[src/rtl/pipe_pkg.sv]
// Shared pipeline definitions: opcode constants, MEM-stage FSM state type and the
// register-write predicate used by the MEM/WB stage, forwarding unit and decode.
package pipe_pkg;

    localparam logic [3:0] OP_NOP    = 4'b0000;
    localparam logic [3:0] OP_BRANCH = 4'b0010;
    localparam logic [3:0] OP_SW     = 4'b0011;
    localparam logic [3:0] OP_LW     = 4'b0100;
    localparam logic [3:0] OP_ADD    = 4'b1100;

    typedef enum logic {
        RUN  = 1'b0,
        WAIT = 1'b1
    } mem_state_e;

    function automatic logic writes_reg(input logic [3:0] opcode);
        return !((opcode == OP_NOP) || (opcode == OP_BRANCH) || (opcode == OP_SW));
    endfunction

endpackage

[src/rtl/pipe_reg_slot.sv]
// One pipeline slot (opcode/index/data) with load enable and NOP bubble insertion.
// Bubble has priority over load; with neither asserted the slot holds.
module pipe_reg_slot
    import pipe_pkg::*;
#(
    parameter int IDX_W  = 4,
    parameter int DATA_W = 32
) (
    input  logic              clk,
    input  logic              rst_n,
    input  logic              load_i,
    input  logic              bubble_i,
    input  logic [3:0]        opcode_i,
    input  logic [IDX_W-1:0]  index_i,
    input  logic [DATA_W-1:0] data_i,
    output logic [3:0]        opcode_o,
    output logic [IDX_W-1:0]  index_o,
    output logic [DATA_W-1:0] data_o
);

    logic [3:0]        opcode_q;
    logic [IDX_W-1:0]  index_q;
    logic [DATA_W-1:0] data_q;

    always_ff @(posedge clk or negedge rst_n) begin
        if (!rst_n) begin
            opcode_q <= OP_NOP;
            index_q  <= '0;
            data_q   <= '0;
        end else if (bubble_i) begin
            opcode_q <= OP_NOP;
            index_q  <= '0;
            data_q   <= '0;
        end else if (load_i) begin
            opcode_q <= opcode_i;
            index_q  <= index_i;
            data_q   <= data_i;
        end
    end

    assign opcode_o = opcode_q;
    assign index_o  = index_q;
    assign data_o   = data_q;

endmodule

[src/rtl/mem_wb_stage.sv]
// EX/MEM and MEM/WB pipeline registers with a ready-handshaked data-memory port.
// Optional build macro STALL_COUNT_EN adds a saturating stall_cycles counter output.
module mem_wb_stage
    import pipe_pkg::*;
#(
    parameter int REG_INDEX_BIT_WIDTH = 4,
    parameter int bitwidth            = 32
) (
    input  logic                           clk,
    input  logic                           rst_n,
    input  logic                           ex_valid,
    input  logic [3:0]                     ex_opcode,
    input  logic [REG_INDEX_BIT_WIDTH-1:0] ex_index,
    input  logic [bitwidth-1:0]            ex_data,
    input  logic [bitwidth-1:0]            ex_store_data,
    input  logic                           flush,
    output logic                           stall_o,
    output logic                           mem_req,
    output logic                           mem_we,
    output logic [bitwidth-1:0]            mem_addr,
    output logic [bitwidth-1:0]            mem_wdata,
    input  logic                           mem_ready,
    input  logic [bitwidth-1:0]            mem_rdata,
    output logic [3:0]                     MEM_opcode,
    output logic [REG_INDEX_BIT_WIDTH-1:0] MEM_index,
    output logic [bitwidth-1:0]            MEM_data,
    output logic [3:0]                     WB_opcode,
    output logic [REG_INDEX_BIT_WIDTH-1:0] WB_index,
    output logic [bitwidth-1:0]            WB_data,
    output logic                           rf_we,
    output logic [REG_INDEX_BIT_WIDTH-1:0] rf_windex,
    output logic [bitwidth-1:0]            rf_wdata
`ifdef STALL_COUNT_EN
   ,output logic [15:0]                    stall_cycles
`endif
);

    logic               mem_op;
    logic               mem_load;
    logic               mem_bubble;
    logic [bitwidth-1:0] wb_data_in;
    logic [bitwidth-1:0] mem_st_q;
    mem_state_e         state_q, state_d;

    assign mem_op  = (MEM_opcode == OP_LW) || (MEM_opcode == OP_SW);
    assign stall_o = mem_op && !mem_ready;

    assign mem_req   = mem_op;
    assign mem_we    = (MEM_opcode == OP_SW);
    assign mem_addr  = MEM_data;
    assign mem_wdata = mem_st_q;

    // Flush only matters when the slot actually advances.
    assign mem_load   = !stall_o;
    assign mem_bubble = !stall_o && (!ex_valid || flush);

    pipe_reg_slot #(.IDX_W(REG_INDEX_BIT_WIDTH), .DATA_W(bitwidth)) u_mem_slot (
        .clk      (clk),
        .rst_n    (rst_n),
        .load_i   (mem_load),
        .bubble_i (mem_bubble),
        .opcode_i (ex_opcode),
        .index_i  (ex_index),
        .data_i   (ex_data),
        .opcode_o (MEM_opcode),
        .index_o  (MEM_index),
        .data_o   (MEM_data)
    );

    always_ff @(posedge clk or negedge rst_n) begin
        if (!rst_n) begin
            mem_st_q <= '0;
        end else if (!stall_o) begin
            mem_st_q <= ex_store_data;
        end
    end

    assign wb_data_in = (MEM_opcode == OP_LW) ? mem_rdata : MEM_data;

    // While stalled, WB receives a bubble so neither RF nor forwarding sees a repeat.
    pipe_reg_slot #(.IDX_W(REG_INDEX_BIT_WIDTH), .DATA_W(bitwidth)) u_wb_slot (
        .clk      (clk),
        .rst_n    (rst_n),
        .load_i   (1'b1),
        .bubble_i (stall_o),
        .opcode_i (MEM_opcode),
        .index_i  (MEM_index),
        .data_i   (wb_data_in),
        .opcode_o (WB_opcode),
        .index_o  (WB_index),
        .data_o   (WB_data)
    );

    assign rf_we     = writes_reg(WB_opcode);
    assign rf_windex = WB_index;
    assign rf_wdata  = WB_data;

    always_ff @(posedge clk or negedge rst_n) begin
        if (!rst_n) begin
            state_q <= RUN;
        end else begin
            state_q <= state_d;
        end
    end

    always_comb begin
        state_d = state_q;
        case (state_q)
            RUN:     if (mem_op && !mem_ready) state_d = WAIT;
            WAIT:    if (mem_ready)            state_d = RUN;
            default: state_d = RUN;
        endcase
    end

`ifdef STALL_COUNT_EN
    logic [15:0] stall_cnt_q;

    always_ff @(posedge clk or negedge rst_n) begin
        if (!rst_n) begin
            stall_cnt_q <= '0;
        end else if (stall_o && (stall_cnt_q != 16'hFFFF)) begin
            stall_cnt_q <= stall_cnt_q + 16'd1;
        end
    end

    assign stall_cycles = stall_cnt_q;
`endif

endmodule

[config.mk]
export PLATFORM = sky130hd
export DESIGN_NAME = mem_wb_stage
export DESIGN_NICKNAME = d
export VERILOG_FILES = /design/src/rtl/pipe_pkg.sv /design/src/rtl/pipe_reg_slot.sv /design/src/rtl/mem_wb_stage.sv
export SDC_FILE = /design/constraint.sdc
export NUM_CORES = 1
export LEC_CHECK = 0
export ABC_CLOCK_PERIOD_IN_PS = 4050
export BUFFER_PORTS_ARGS = -buffer_cell sky130_fd_sc_hd__buf_2
export CORE_AREA = 2 2 113 115
export CTS_CLUSTER_SIZE = 8
export DETAILED_ROUTE_END_ITERATION = 10
export DIE_AREA = 0 0 115 117
export GPL_TIMING_DRIVEN = 0
export PLACE_DENSITY_LB_ADDON = 0.12
export REMOVE_ABC_BUFFERS = 1
export SETUP_SLACK_MARGIN = 0.4
export SYNTH_ARGS = -nofsm -noshare
export SYNTH_HDL_FRONTEND = slang
export SYNTH_SLANG_ARGS = --single-unit
[constraint.sdc]
create_clock -name clk -period 4.05 [get_ports clk]
set_clock_uncertainty 0.1 [all_clocks]
set_input_delay 0.81 -clock clk [delete_from_list [all_inputs] [get_ports clk]]
set_output_delay 0.81 -clock clk [all_outputs]
set_load 0.1 [all_outputs]
Word level (Yosys, flattened, before mapping)
Cells that the tools add are included.
{ "op_classes": {"n_reduce_logical": 11, "n_mux": 10, "eq_ne": 5} }
{ "op_table": {"columns": ["cell", "n"], "rows": [
  ["32-bit 2-to-1 mux", 4],
  ["4-bit 2-to-1 mux", 6],
  ["4-bit by 2-bit equality test with 1-bit output (second input constant)", 3],
  ["4-bit by 3-bit equality test with 1-bit output (second input constant)", 1],
  ["1-bit logical NOT", 4],
  ["4-bit logical NOT", 1],
  ["1-bit logical OR", 4],
  ["1-bit logical AND", 2],
  ["2-bit by 1-bit inequality test with 1-bit output (second input constant)", 1]
]} }
{ "totals": {"out_inout_bits": 184, "wordCells": 33, "input_bits": 109, "ff_bits": 112} }

Logic depth before layout (Yosys ltp)
Gate-level depths: netlist (run 1).
{ "depth": {"word_depth": 6, "ltp_mapped": 8, "mapped_depth_nobuf": 4} }

By module
From an unflattened synthesis (run 1), not the netlist that was laid out.
{ "hier_totals": {"cells_unflattened": 564, "area_unflattened_um2": 6428.7} }
{ "by_module_without_submodules": {"columns": ["module", "cells_each", "n_inst", "area_each_um2", "seq_area_each_um2"], "rows": [
  ["pipe_reg_slot", 129, 2, 1657.8, 1001.0],
  ["mem_wb_stage", 306, 1, 3113.0, 800.8]
]} }

Least setup slack after synthesis (run 1)
Ideal clock, no wire load.
{ "synth_path": {"kind": "reg2out", "startpoint": "register u_mem_slot.opcode_q[1] (netlist: u_mem_slot.opcode_o[1])", "endpoint": "output port mem_req", "n_path_buf": 0, "t_arrival_ps": 4132, "stages_incl_launch_ff": 4, "setup_slack_ps": -992, "required_time_ps": 3140, "cell_sequence": "dfrtp_1 nand2_1 nor3_1 nand2b_1"} }
{ "synth_via": {"elab_chain_len": 2, "elab_cells_between_ends": 3, "classes_between": "2 x eq/ne; 1 x reduce/logical"} }
{ "synth_rtl": {"columns": ["element", "line", "source"], "rows": [
  ["start, declared", "pipe_reg_slot.sv:21", "logic [3:0] opcode_q;"],
  ["start signal, assigned", "pipe_reg_slot.sv:35", "opcode_q <= opcode_i;"],
  ["4-bit by 2-bit equality test with 1-bit output", null, null],
  ["via mem_we", "mem_wb_stage.sv:19", "output logic mem_we,"],
  ["1-bit logical OR", "mem_wb_stage.sv:45", "assign mem_op = (MEM_opcode == OP_LW) || (MEM_opcode == OP_SW);"],
  ["end, declared", "mem_wb_stage.sv:18", "output logic mem_req,"]
]} }
The timed path passes the listed nets, and every way through them passes these cells.

Final worst setup path (run 1)
{ "layout_path": {"startpoint": "register u_mem_slot.opcode_q[0] (netlist: u_mem_slot.opcode_o[0])", "endpoint": "output port mem_req"} }
{ "layout_via": {"elab_chain_len": 2, "elab_cells_between_ends": 3, "classes_between": "2 x eq/ne; 1 x reduce/logical"} }
{ "layout_rtl": {"columns": ["element", "line"], "rows": [
  ["4-bit by 3-bit equality test with 1-bit output or 4-bit by 2-bit equality test with 1-bit output (tied branches)", "mem_wb_stage.sv:45"],
  ["1-bit logical OR *", "mem_wb_stage.sv:45"]
]} }
Mark *: on every way between the ends. The rest lies on a longest branch, timed or not.

==> results of run 1 <==
==> worst min path at each step <==
stage / start / to / slack (ns) / cells after the start
after detailed placement: mem_wdata[14] / mem_wdata[14] / 0.39 / 1
after floorplan: rst_n / mem_wdata[0] / 0.41 / 0
after CTS: rst_n / u_mem_slot.opcode_o[3] / 0.33 / 1
final: rst_n / u_mem_slot.opcode_o[3] / 0.33 / 1
after global placement: mem_wdata[2] / mem_wdata[2] / 0.38 / 1
after global routing: rst_n / u_mem_slot.data_o[21] / 0.36 / 1
==> worst max-delay path: cells and delay by family, from the launching register on <==
kind,cells,cell delay (ns)
buffers and inverters,1,0.44
and+or+nand+nor,2,1.29
DFF,1,0.55
==> registers in the layout, indices dropped and copies added, names as in the netlist <==
| signal | flops |
|---|---|
| u_mem_slot.index_o | 4 |
| u_wb_slot.data_o | 32 |
| u_wb_slot.opcode_o | 4 |
| u_mem_slot.opcode_o | 4 |
| u_mem_slot.data_o | 32 |
| u_wb_slot.index_o | 4 |
| mem_wdata | 32 |
==> cells by family after synthesis <==
kind of cell | after synthesis
AO/OA/AOI/OAI | 107
AND/OR/NAND/NOR | 122
flip-flops | 112
buffers and inverters | 106
multiplexers | 34
==> power breakdown <==
group | total [uW] | leakage [uW] | internal [uW] | switching, uW
clock | 1040 | 0.000173 | 625 | 412
sequential | 1230 | 0.00145 | 1180 | 50.8
combinational | 1150 | 0.00197 | 177 | 971
total | 3420 | 0.00359 | 1990 | 1430
==> repair_timing <==
item | in CTS | in global routing
setup buffers | 3 | 0
endpoints found under the setup margin | 6 | 0
gates resized for setup | 5 | 0
==> area by class of cell <==
type | instances | area [um^2] | share of cell area (%)
Sequential cell | 112 | 2800 | 42.2
Multi-Input combinational cell | 266 | 1690 | 25.4
Clock inverter | 6 | 116 | 1.75
Tap cell | 150 | 188 | 2.82
Timing Repair Buffer | 300 | 1590 | 23.9
Inverter | 2 | 21.3 | 0.320
Clock buffer | 10 | 239 | 3.60
==> cells in the final DEF (no fill, tap or decap), types with 5 or more instances in the layout <==
cell / n
nand2_1: 104
mux2_2: 5
o21ai_0: 38
buf_2: 290
dfrtp_1: 112
o211ai_1: 36
mux2_4: 27
clkbuf_16: 9
a21oi_1: 32
and2_1: 7
==> routing by layer <==
layer / part of all wire, % / vias to the layer above
li1: - / 1967
met1: 42 / 2012
met2: 51 / 173
met3: 5.6 / 13
met4: 1.3 / 0
met5: 0 / -
==> through the flow <==
step	utilization, %	instances	total power [uW]	setup TNS [ns]	cell area (um^2)
after detailed placement	50.5	824	2400	-0.404	6220
after CTS	54.0	846	3450	0	6650
after global placement	49.4	819	2380	-161.49	6090
after global routing	54.0	846	3530	0	6650
after floorplan	-	377	2160	-50.88	4440
final	54.0	846	3420	0	6650
==> impl_metrics.csv, run 1 <==
group,metric,value,unit
run_status,outcome,"completed",
worst_setup_path,worstSetupEndpoint,"mem_req",
run,cap_violations,0,
final_layout,fillers,1126,
worst_setup_path,cp-startpoint,"u_mem_slot.opcode_o[0]",
global_route,busiest_layer,"met2",
global_route,gr-usage-met2,35.9,%
timing,rsz0062_at_grt,"false",
floorplan,die_w,115,um
worst_setup_path,endpoint_kind,"output pin",
clock_tree,clock_latency,0.35,ns
final_layout,fin_nets,800,
worst_setup_path,r2r-start,"u_mem_slot.opcode_o[2]",
logic_synthesis,synthCells,481,
worst_setup_path,crit_required,3.14,ns
final_layout,diodes,0,
logic_synthesis,synthFlopType,"dfrtp_1",
drt,dr.pass1.iters,4,
clock_tree,cts_inserted_buffers,9,
worst_setup_path,cp.arrival,2.63,ns
timing,fin_crit,3.54,ns
logic_synthesis,yosysMostFrequentCell,"dfrtp_1",
global_route,grt_use_met1,25.7,%
worst_setup_path,slowest_delay,1.11,ns
logic_synthesis,synth_fa_ha_area_share,0,%
logic_synthesis,synthSimpleGateAreaFrac,10.1,%
timing,tightestPinTransition,0.988,ns
clock_tree,ctsHoldBuffers,0,
placement,place_hpwl,9280,um
floorplan,rows,41,
placement,dpl_worst_slack,-0.404,ns
floorplan,io_pins,293,
logic_synthesis,avgSynthCellArea,10.7,um^2
drt,final_antenna_net_count,0,
global_route,antenna_found_initial,0,
worst_setup_path,crit_path_start_kind,"register",
clock_tree,root_buffer,"clkbuf_16",
logic_synthesis,synthMuxAreaShare,9.38,%
placement,portBuffers,292,
power_and_ir_drop,p_leak,0.00359,uW
floorplan,dieArea,0.0135,mm^2
final_layout,area_delta_synth_final,29.4,%
global_route,grt_pass1_vias,3928,
global_route,track_usage,20.5,%
global_route,grt_pass1_wl,21100,um
floorplan,dieHeight,117,um
drt,num_vias,4165,
global_route,use_met3,3.60,%
timing,slew_headroom,34.0,%
worst_setup_path,ff2ff_setup_slack,1.59,ns
placement,gp_congestion,0.741,
timing,final.period_utilization,87.4,%
logic_synthesis,async_flop_share,100,%
floorplan,placeableCoreArea,0.0123,mm^2
logic_synthesis,synth_seq_area_share,54.6,%
worst_setup_path,critPathKind,"register to output pin",
worst_setup_path,worstPathCellList,"or4b_2 > nand2b_1 > buf_2",
hold_path,hold_class,"input pin to asynchronous set/reset pin",
logic_synthesis,synth_edf_count,0,
logic_synthesis,synth_top_family_by_area,"buffers and inverters",
logic_synthesis,yosysUniqueCellTypes,26,
logic_synthesis,ys_seq_elements,112,
clock_tree,clk_pin_slew,0.07,ns
final_layout,drive_gt1_share,51.4,%
drt,avgRoutedWirePerCell,16.8,um
floorplan,initial_core_util,41.7,%
logic_synthesis,yosys-top-cells-area,"dfrtp_1 55%, buf_4 10%, mux2_4 7.9%",
drt,drc,0,
timing,hold_slack,0.325,ns
logic_synthesis,synth_top_area_share,54.6,%
clock_tree,clock_path_buffers,2,
worst_setup_path,crit_fanout,33,
worst_setup_path,critPathSlowestCell,"or4b_2",
logic_synthesis,netlist_area,0.00513,mm^2
timing,setup_viol,0,
global_route,gr-total-overflow,0,
timing,hold_violations,0,
power_and_ir_drop,powerDensity,515,mW/mm^2
drt,vias_per_cell,4.92,
logic_synthesis,yosys.area.top_type,"dfrtp_1",
global_route,grt_start_max_net_pins,58,
worst_setup_path,reg2reg_depth,5,
clock_tree,cts_tree,"yes",
logic_synthesis,ys_warn_count,0,
logic_synthesis,synth_xor_area_share,0,%
timing,slew_violations,0,
timing,fmax,283,MHz
logic_synthesis,synth_common_cells,"112 x dfrtp_1, 104 x nand2_1, 69 x buf_4",
drt,totalWireLength,14200,um
timing,final_critical_path_setup_slack,0.511,ns
clock_tree,htree_levels,3,
worst_setup_path,reg2reg_to,"mem_wdata[0]",
power_and_ir_drop,ir_drop,0.302,mV
logic_synthesis,synth_compound_area_share,12.3,%
drt,drtIter0Drc,210,
clock_tree,cts.sinks,112,
No activity file was read; power rests on OpenSTA's default activity.
==> run 2: changes to the inputs <==
--- a/config.mk
+++ b/config.mk
@@ -13,8 +13,7 @@
 export DIE_AREA = 0 0 115 117
 export GPL_TIMING_DRIVEN = 0
 export PLACE_DENSITY_LB_ADDON = 0.12
-export REMOVE_ABC_BUFFERS = 1
-export SETUP_SLACK_MARGIN = 0.4
+export SETUP_SLACK_MARGIN = 0.5
 export SYNTH_ARGS = -nofsm -noshare
 export SYNTH_HDL_FRONTEND = slang
 export SYNTH_SLANG_ARGS = --single-unit
==> run 2 against run 1 <==
Effect of this change:
- critical path depth is 5 higher
- cell count is 11% higher
- global-route usage is 1.2 points higher
- first-iteration DRC count is 6.7% lower
- largest cell class unchanged
- highest routed layer unchanged
==> impl_metrics.csv, run 2 (same netlist as run 1, synthesis figures left out) <==
group,metric,value,unit
power_and_ir_drop,powerDensity,470,mW/mm^2
floorplan,io_pins,293,
timing,hold_slack,0.389,ns
worst_setup_path,critPathKind,"register to output pin",
global_route,gr-total-overflow,0,
worst_setup_path,ff2ff_setup_slack,1.82,ns
timing,rsz0062_at_grt,"false",
worst_setup_path,crit_fanout,10,
clock_tree,ctsHoldBuffers,0,
placement,place_hpwl,11100,um
worst_setup_path,slowest_delay,0.51,ns
drt,num_vias,4523,
final_layout,area_delta_synth_final,38.9,%
timing,fmax,295,MHz
floorplan,rows,41,
worst_setup_path,cp_top_family,"buffers and inverters",
clock_tree,ctsResizeCount,0,
timing,slew_headroom,51.0,%
drt,drc,0,
timing,final_critical_path_setup_slack,0.665,ns
global_route,gr-usage-met2,36.1,%
placement,gp_congestion,0.798,
floorplan,dieArea,0.0135,mm^2
floorplan,die_w,115,um
final_layout,drive_gt1_share,53.5,%
worst_setup_path,crit_path_start_kind,"register",
worst_setup_path,crit_required,3.14,ns
clock_tree,clock_latency,0.35,ns
clock_tree,clk_pin_slew,0.08,ns
floorplan,placeableCoreArea,0.0123,mm^2
drt,dr.pass1.iters,4,
clock_tree,cts_tree,"yes",
worst_setup_path,crit_buf_inv,6,
global_route,track_usage,21.7,%
clock_tree,postCtsSetupRepairBufs,0,
clock_tree,cts_inserted_buffers,9,
hold_path,hold_class,"input pin to asynchronous set/reset pin",
final_layout,layout_common_cells,"293 x buf_2, 112 x dfrtp_1, 104 x nand2_1",
global_route,busiest_layer,"met2",
clock_tree,root_buffer,"clkbuf_16",
logic_synthesis,syn-num-nets,590,
global_route,antenna_found_initial,0,
final_layout,fin_nets,894,
timing,setup_viol,0,
placement,portBuffers,292,
global_route,use_met3,4.38,%
timing,final.setup.tns,0,ns
drt,avgRoutedWirePerCell,15.9,um
timing,slew_violations,0,
clock_tree,cts.sinks,112,
worst_setup_path,r2r-start,"u_mem_slot.opcode_o[2]",
drt,drtIter0Drc,196,
final_layout,diodes,0,
global_route,grt_pass1_vias,4319,
worst_setup_path,worstPathCellList,"and3b_1 > buf_2 > o21ai_2 > inv_2 > buf_6 > buf_6 > buf_6 > buf_2",
worst_setup_path,reg2reg_depth,7,
drt,totalWireLength,15000,um
floorplan,dieHeight,117,um
drt,final_antenna_net_count,0,
worst_setup_path,critPathSlowestCell,"dfrtp_1",
timing,tightestPinTransition,0.732,ns
power_and_ir_drop,ir_drop,0.243,mV
worst_setup_path,endpoint_kind,"output pin",
timing,hold_violations,0,
global_route,grt_use_met1,28.2,%
placement,dpl_worst_slack,0.947,ns
global_route,grt_pass1_wl,22300,um
run_status,outcome,"completed",
worst_setup_path,cp.arrival,2.48,ns
clock_tree,htree_levels,3,
final_layout,layout_commonest_cell,"buf_2",
drt,vias_per_cell,4.81,
floorplan,initial_core_util,41.7,%
global_route,grt_start_max_net_pins,62,
run,cap_violations,0,
worst_setup_path,reg2reg_to,"u_mem_slot.data_o[26]",
timing,final.period_utilization,83.6,%
power_and_ir_drop,p_leak,0.00393,uW
clock_tree,clock_path_buffers,2,
worst_setup_path,path_common_cell,"buf_6",
timing,fin_crit,3.39,ns
==> run 2: cell types whose count changed in the layout (fill, tap and decap cells not counted), sizes merged, moves of 2 or more <==
| cell | delta |
|---|---|
| inv | +3 |
| clkbuf | +26 |
| clkinvlp | +2 |
| bufinv | -3 |
| buf | +70 |
==> run 2: worst max path at each step <==
stage	startpoint	slack [ns]	depth (start not counted)	endpoint
floorplan	u_mem_slot.opcode_o[1]	0.26	3	mem_req
global placement	rst_n	0.79	1	u_wb_slot.data_o[1]
detailed placement	mem_ready	0.95	8	stall_o
CTS	u_mem_slot.opcode_o[2]	0.64	8	stall_o
global route	u_mem_slot.opcode_o[2]	0.57	8	stall_o
finish	u_mem_slot.opcode_o[2]	0.66	8	stall_o
==> run 2: area by class of cell <==
type	instances	area [um^2]
clock inverter	7	80.1
tap	150	188
inverter	2	7.51
multi-input combinational	263	1640
clock buffer	9	225
buffer	104	697
fill	1095	5180
timing repair buffer	293	1490
sequential	112	2800
==> run 2: metal layers <==
layer	routed length [um]	vias up
li1	-	2148
met4	296	0
met5	0	-
met3	997	22
met1	6350	2165
met2	7340	188
==> run 2: metrics by stage <==
step	instances	total power [uW]	area [um^2]	util [%]
detailed placement	924	2460	6830	55.4
global route	940	3460	7130	57.9
CTS	940	3380	7130	57.9
floorplan	481	2230	5150	-
global placement	923	2450	6800	55.2
finish	940	3350	7130	57.9
==> run 2: where the power goes <==
| group | switching (uW) | total (uW) | internal, uW |
|---|---|---|---|
| clock network | 429 | 916 | 487 |
| registers | 52.8 | 1240 | 1180 |
| logic | 980 | 1200 | 220 |
==> run 3: changes to the inputs <==
--- a/config.mk
+++ b/config.mk
@@ -5,12 +5,12 @@
 export SDC_FILE = /design/constraint.sdc
 export NUM_CORES = 1
 export LEC_CHECK = 0
-export ABC_CLOCK_PERIOD_IN_PS = 4050
+export ABC_CLOCK_PERIOD_IN_PS = 2850
 export BUFFER_PORTS_ARGS = -buffer_cell sky130_fd_sc_hd__buf_2
-export CORE_AREA = 2 2 113 115
+export CORE_MARGIN = 2
+export CORE_UTILIZATION = 40
 export CTS_CLUSTER_SIZE = 8
 export DETAILED_ROUTE_END_ITERATION = 10
-export DIE_AREA = 0 0 115 117
 export GPL_TIMING_DRIVEN = 0
 export PLACE_DENSITY_LB_ADDON = 0.12
 export SETUP_SLACK_MARGIN = 0.5
==> constraint.sdc (replaced) <==
create_clock -name clk -period 2.85 [get_ports clk]
set_clock_uncertainty 0.1 [all_clocks]
set_input_delay 0.57 -clock clk [delete_from_list [all_inputs] [get_ports clk]]
set_output_delay 0.57 -clock clk [all_outputs]
set_load 0.1 [all_outputs]
==> run 3 against run 2 <==
Effect of this change:
- non-clock buffer count increased by 13
- utilization rose by 0.91 points
- largest cell class unchanged
- flip-flop and latch count stayed put
- worst setup slack got worse by 0.35 ns
- sequential share of layout area down 1.2 points
- die area up 2.3%
- cell count is 3.7% higher
- register-to-register slack got worse by 1.3 ns
- count of clock-buffer cells in the layout is the same
- sequential power up 42%
- highest routed layer unchanged
- clock power up 41%
- critical path depth unchanged
==> impl_metrics.csv, run 3 (same netlist as run 1, synthesis figures left out) <==
group,metric,value,unit
run_status,outcome,"completed",
floorplan,initial_core_util,40.9,%
drt,drtIter0Drc,217,
final_layout,drive_gt1_share,55.4,%
worst_setup_path,reg2reg_to,"u_wb_slot.data_o[1]",
global_route,grt_start_max_net_pins,64,
drt,dr.pass1.iters,5,
run,cap_violations,0,
power_and_ir_drop,swShare,43.4,%
clock_tree,cts.sinks,112,
placement,portBuffers,292,
drt,vias_per_cell,4.70,
worst_setup_path,endpoint_kind,"output pin",
worst_setup_path,ff2ff_setup_slack,0.56,ns
drt,drc,0,
power_and_ir_drop,clkPwrFrac,27.0,%
power_and_ir_drop,p_leak,0.00402,uW
final_layout,layout_common_cells,"289 x buf_2, 107 x dfrtp_1, 103 x nand2_1",
timing,slew_headroom,53.8,%
final_layout,area_delta_synth_final,44.0,%
power_and_ir_drop,pwr-share-comb,36.4,%
placement,gp_congestion,0.791,
timing,hold_violations,0,
global_route,antenna_found_initial,0,
power_and_ir_drop,ir_drop,0.292,mV
timing,fin_crit,2.53,ns
final_layout,utilization,58.8,%
floorplan,io_pins,293,
global_route,gr-total-overflow,0,
timing,setup_viol,0,
drt,avgRoutedWirePerCell,15.8,um
clock_tree,clock_path_buffers,2,
timing,fmax,395,MHz
floorplan,dieArea,0.0138,mm^2
power_and_ir_drop,powerDensity,648,mW/mm^2
global_route,track_usage,22.3,%
global_route,busiest_layer,"met2",
global_route,grt_pass1_vias,4567,
worst_setup_path,crit_path_start_kind,"register",
clock_tree,clock_latency,0.34,ns
global_route,use_met3,5.69,%
clock_tree,cts_tree,"yes",
final_layout,diodes,0,
power_and_ir_drop,p_int,2710,uW
worst_setup_path,crit_required,2.18,ns
worst_setup_path,reg2reg_depth,6,
global_route,grt_use_met1,27.3,%
final_layout,layout_commonest_cell,"buf_2",
timing,rsz0062_at_grt,"true",
placement,place_hpwl,11500,um
clock_tree,htree_levels,3,
power_and_ir_drop,power.net_switching,2080,uW
final_layout,fin_nets,907,
clock_tree,cts_inserted_buffers,9,
timing,hold_slack,0.168,ns
floorplan,placeableCoreArea,0.0126,mm^2
worst_setup_path,r2r-start,"u_mem_slot.opcode_o[0]",
worst_setup_path,crit_fanout,2,
clock_tree,root_buffer,"clkbuf_16",
clock_tree,clk_pin_slew,0.07,ns
floorplan,rows,41,
logic_synthesis,syn-num-nets,590,
timing,slew_violations,0,
floorplan,dieHeight,117,um
timing,final.setup.tns,0,ns
worst_setup_path,cp.arrival,1.86,ns
drt,final_antenna_net_count,0,
worst_setup_path,critPathKind,"register to output pin",
timing,tightestPinTransition,0.694,ns
floorplan,die_w,117,um
global_route,gr-usage-met2,38.7,%
global_route,grt_pass1_wl,24500,um
timing,final.period_utilization,88.9,%
power_and_ir_drop,p_seq_share,36.6,%
hold_path,hold_class,"input pin to asynchronous set/reset pin",
drt,totalWireLength,15400,um
drt,num_vias,4584,
-- run 3: changes by cell type in the layout (fill, tap and decap cells not counted), sizes merged --
cell      delta
inv          +1
buf         +13
clkinvlp     -1
-- run 3: what timing repair did --
| item | in CTS | in global routing |
|---|---|---|
| resized for setup | 18 | 4 |
| gates cloned | 0 | 0 |
| hold buffers | 0 | 0 |
| pin swaps | 3 | 2 |
| setup buffers | 10 | 3 |
| setup endpoints to repair | 2 | 3 |
-- run 3: worst max-delay path by stage --
stage	startpoint	end	slack, ns
2_1_floorplan	u_mem_slot.opcode_o[1]	mem_req	0.14
3_3_place_gp	rst_n	u_mem_slot.opcode_o[1]	-0.56
3_5_place_dp	u_mem_slot.opcode_o[2]	stall_o	0.09
4_1_cts	u_mem_slot.opcode_o[0]	stall_o	0.29
5_1_grt	u_mem_slot.opcode_o[0]	stall_o	0.25
6_report	u_mem_slot.opcode_o[0]	stall_o	0.32
-- run 3: power by group through the flow --
stage | sequential [uW] | combinational [uW] | clock [uW]
6_report | 1760 | 1740 | 1290
5_1_grt | 1770 | 1800 | 1380
4_1_cts | 1760 | 1740 | 1310
3_5_place_dp | 1790 | 1720 | 0
3_3_place_gp | 1790 | 1710 | 0
2_1_floorplan | 2480 | 694 | 0
-- run 3: final cells by class --
type,count,area [um^2]
fill,1133,5170
sequential,112,2820
multi-input combinational,263,1670
timing repair buffer,306,1640
buffer,104,739
clock buffer,9,225
tap,172,215
clock inverter,7,77.6
inverter,2,7.51
-- run 3: worst max-delay path, stage by stage, from the launching register on --
cell and delay, ns:
dfrtp_4 0.49, and3b_1 0.19, buf_6 0.13, o21ai_4 0.13, inv_2 0.07, buf_12 0.13, buf_12 0.11, buf_12 0.12
buf_12 0.15
-- run 3: stage by stage --
stage / setup WS [ns] / power [uW] / cells / area (um^2)
finish: 0.317 / 4790 / 975 / 7390
global route: 0.251 / 4950 / 975 / 7390
CTS: 0.292 / 4810 / 972 / 7350
detailed placement: 0.0916 / 3510 / 946 / 6900
global placement: -0.560 / 3490 / 945 / 6870
floorplan: 0.138 / 3180 / 481 / 5190
-- run 3: per-layer routing --
metal  routed length (um)  vias up
met2                 7760      181
li1                     -     2180
met3                 1020       18
met1                 6350     2205
met4                  240        0
met5                    0        -
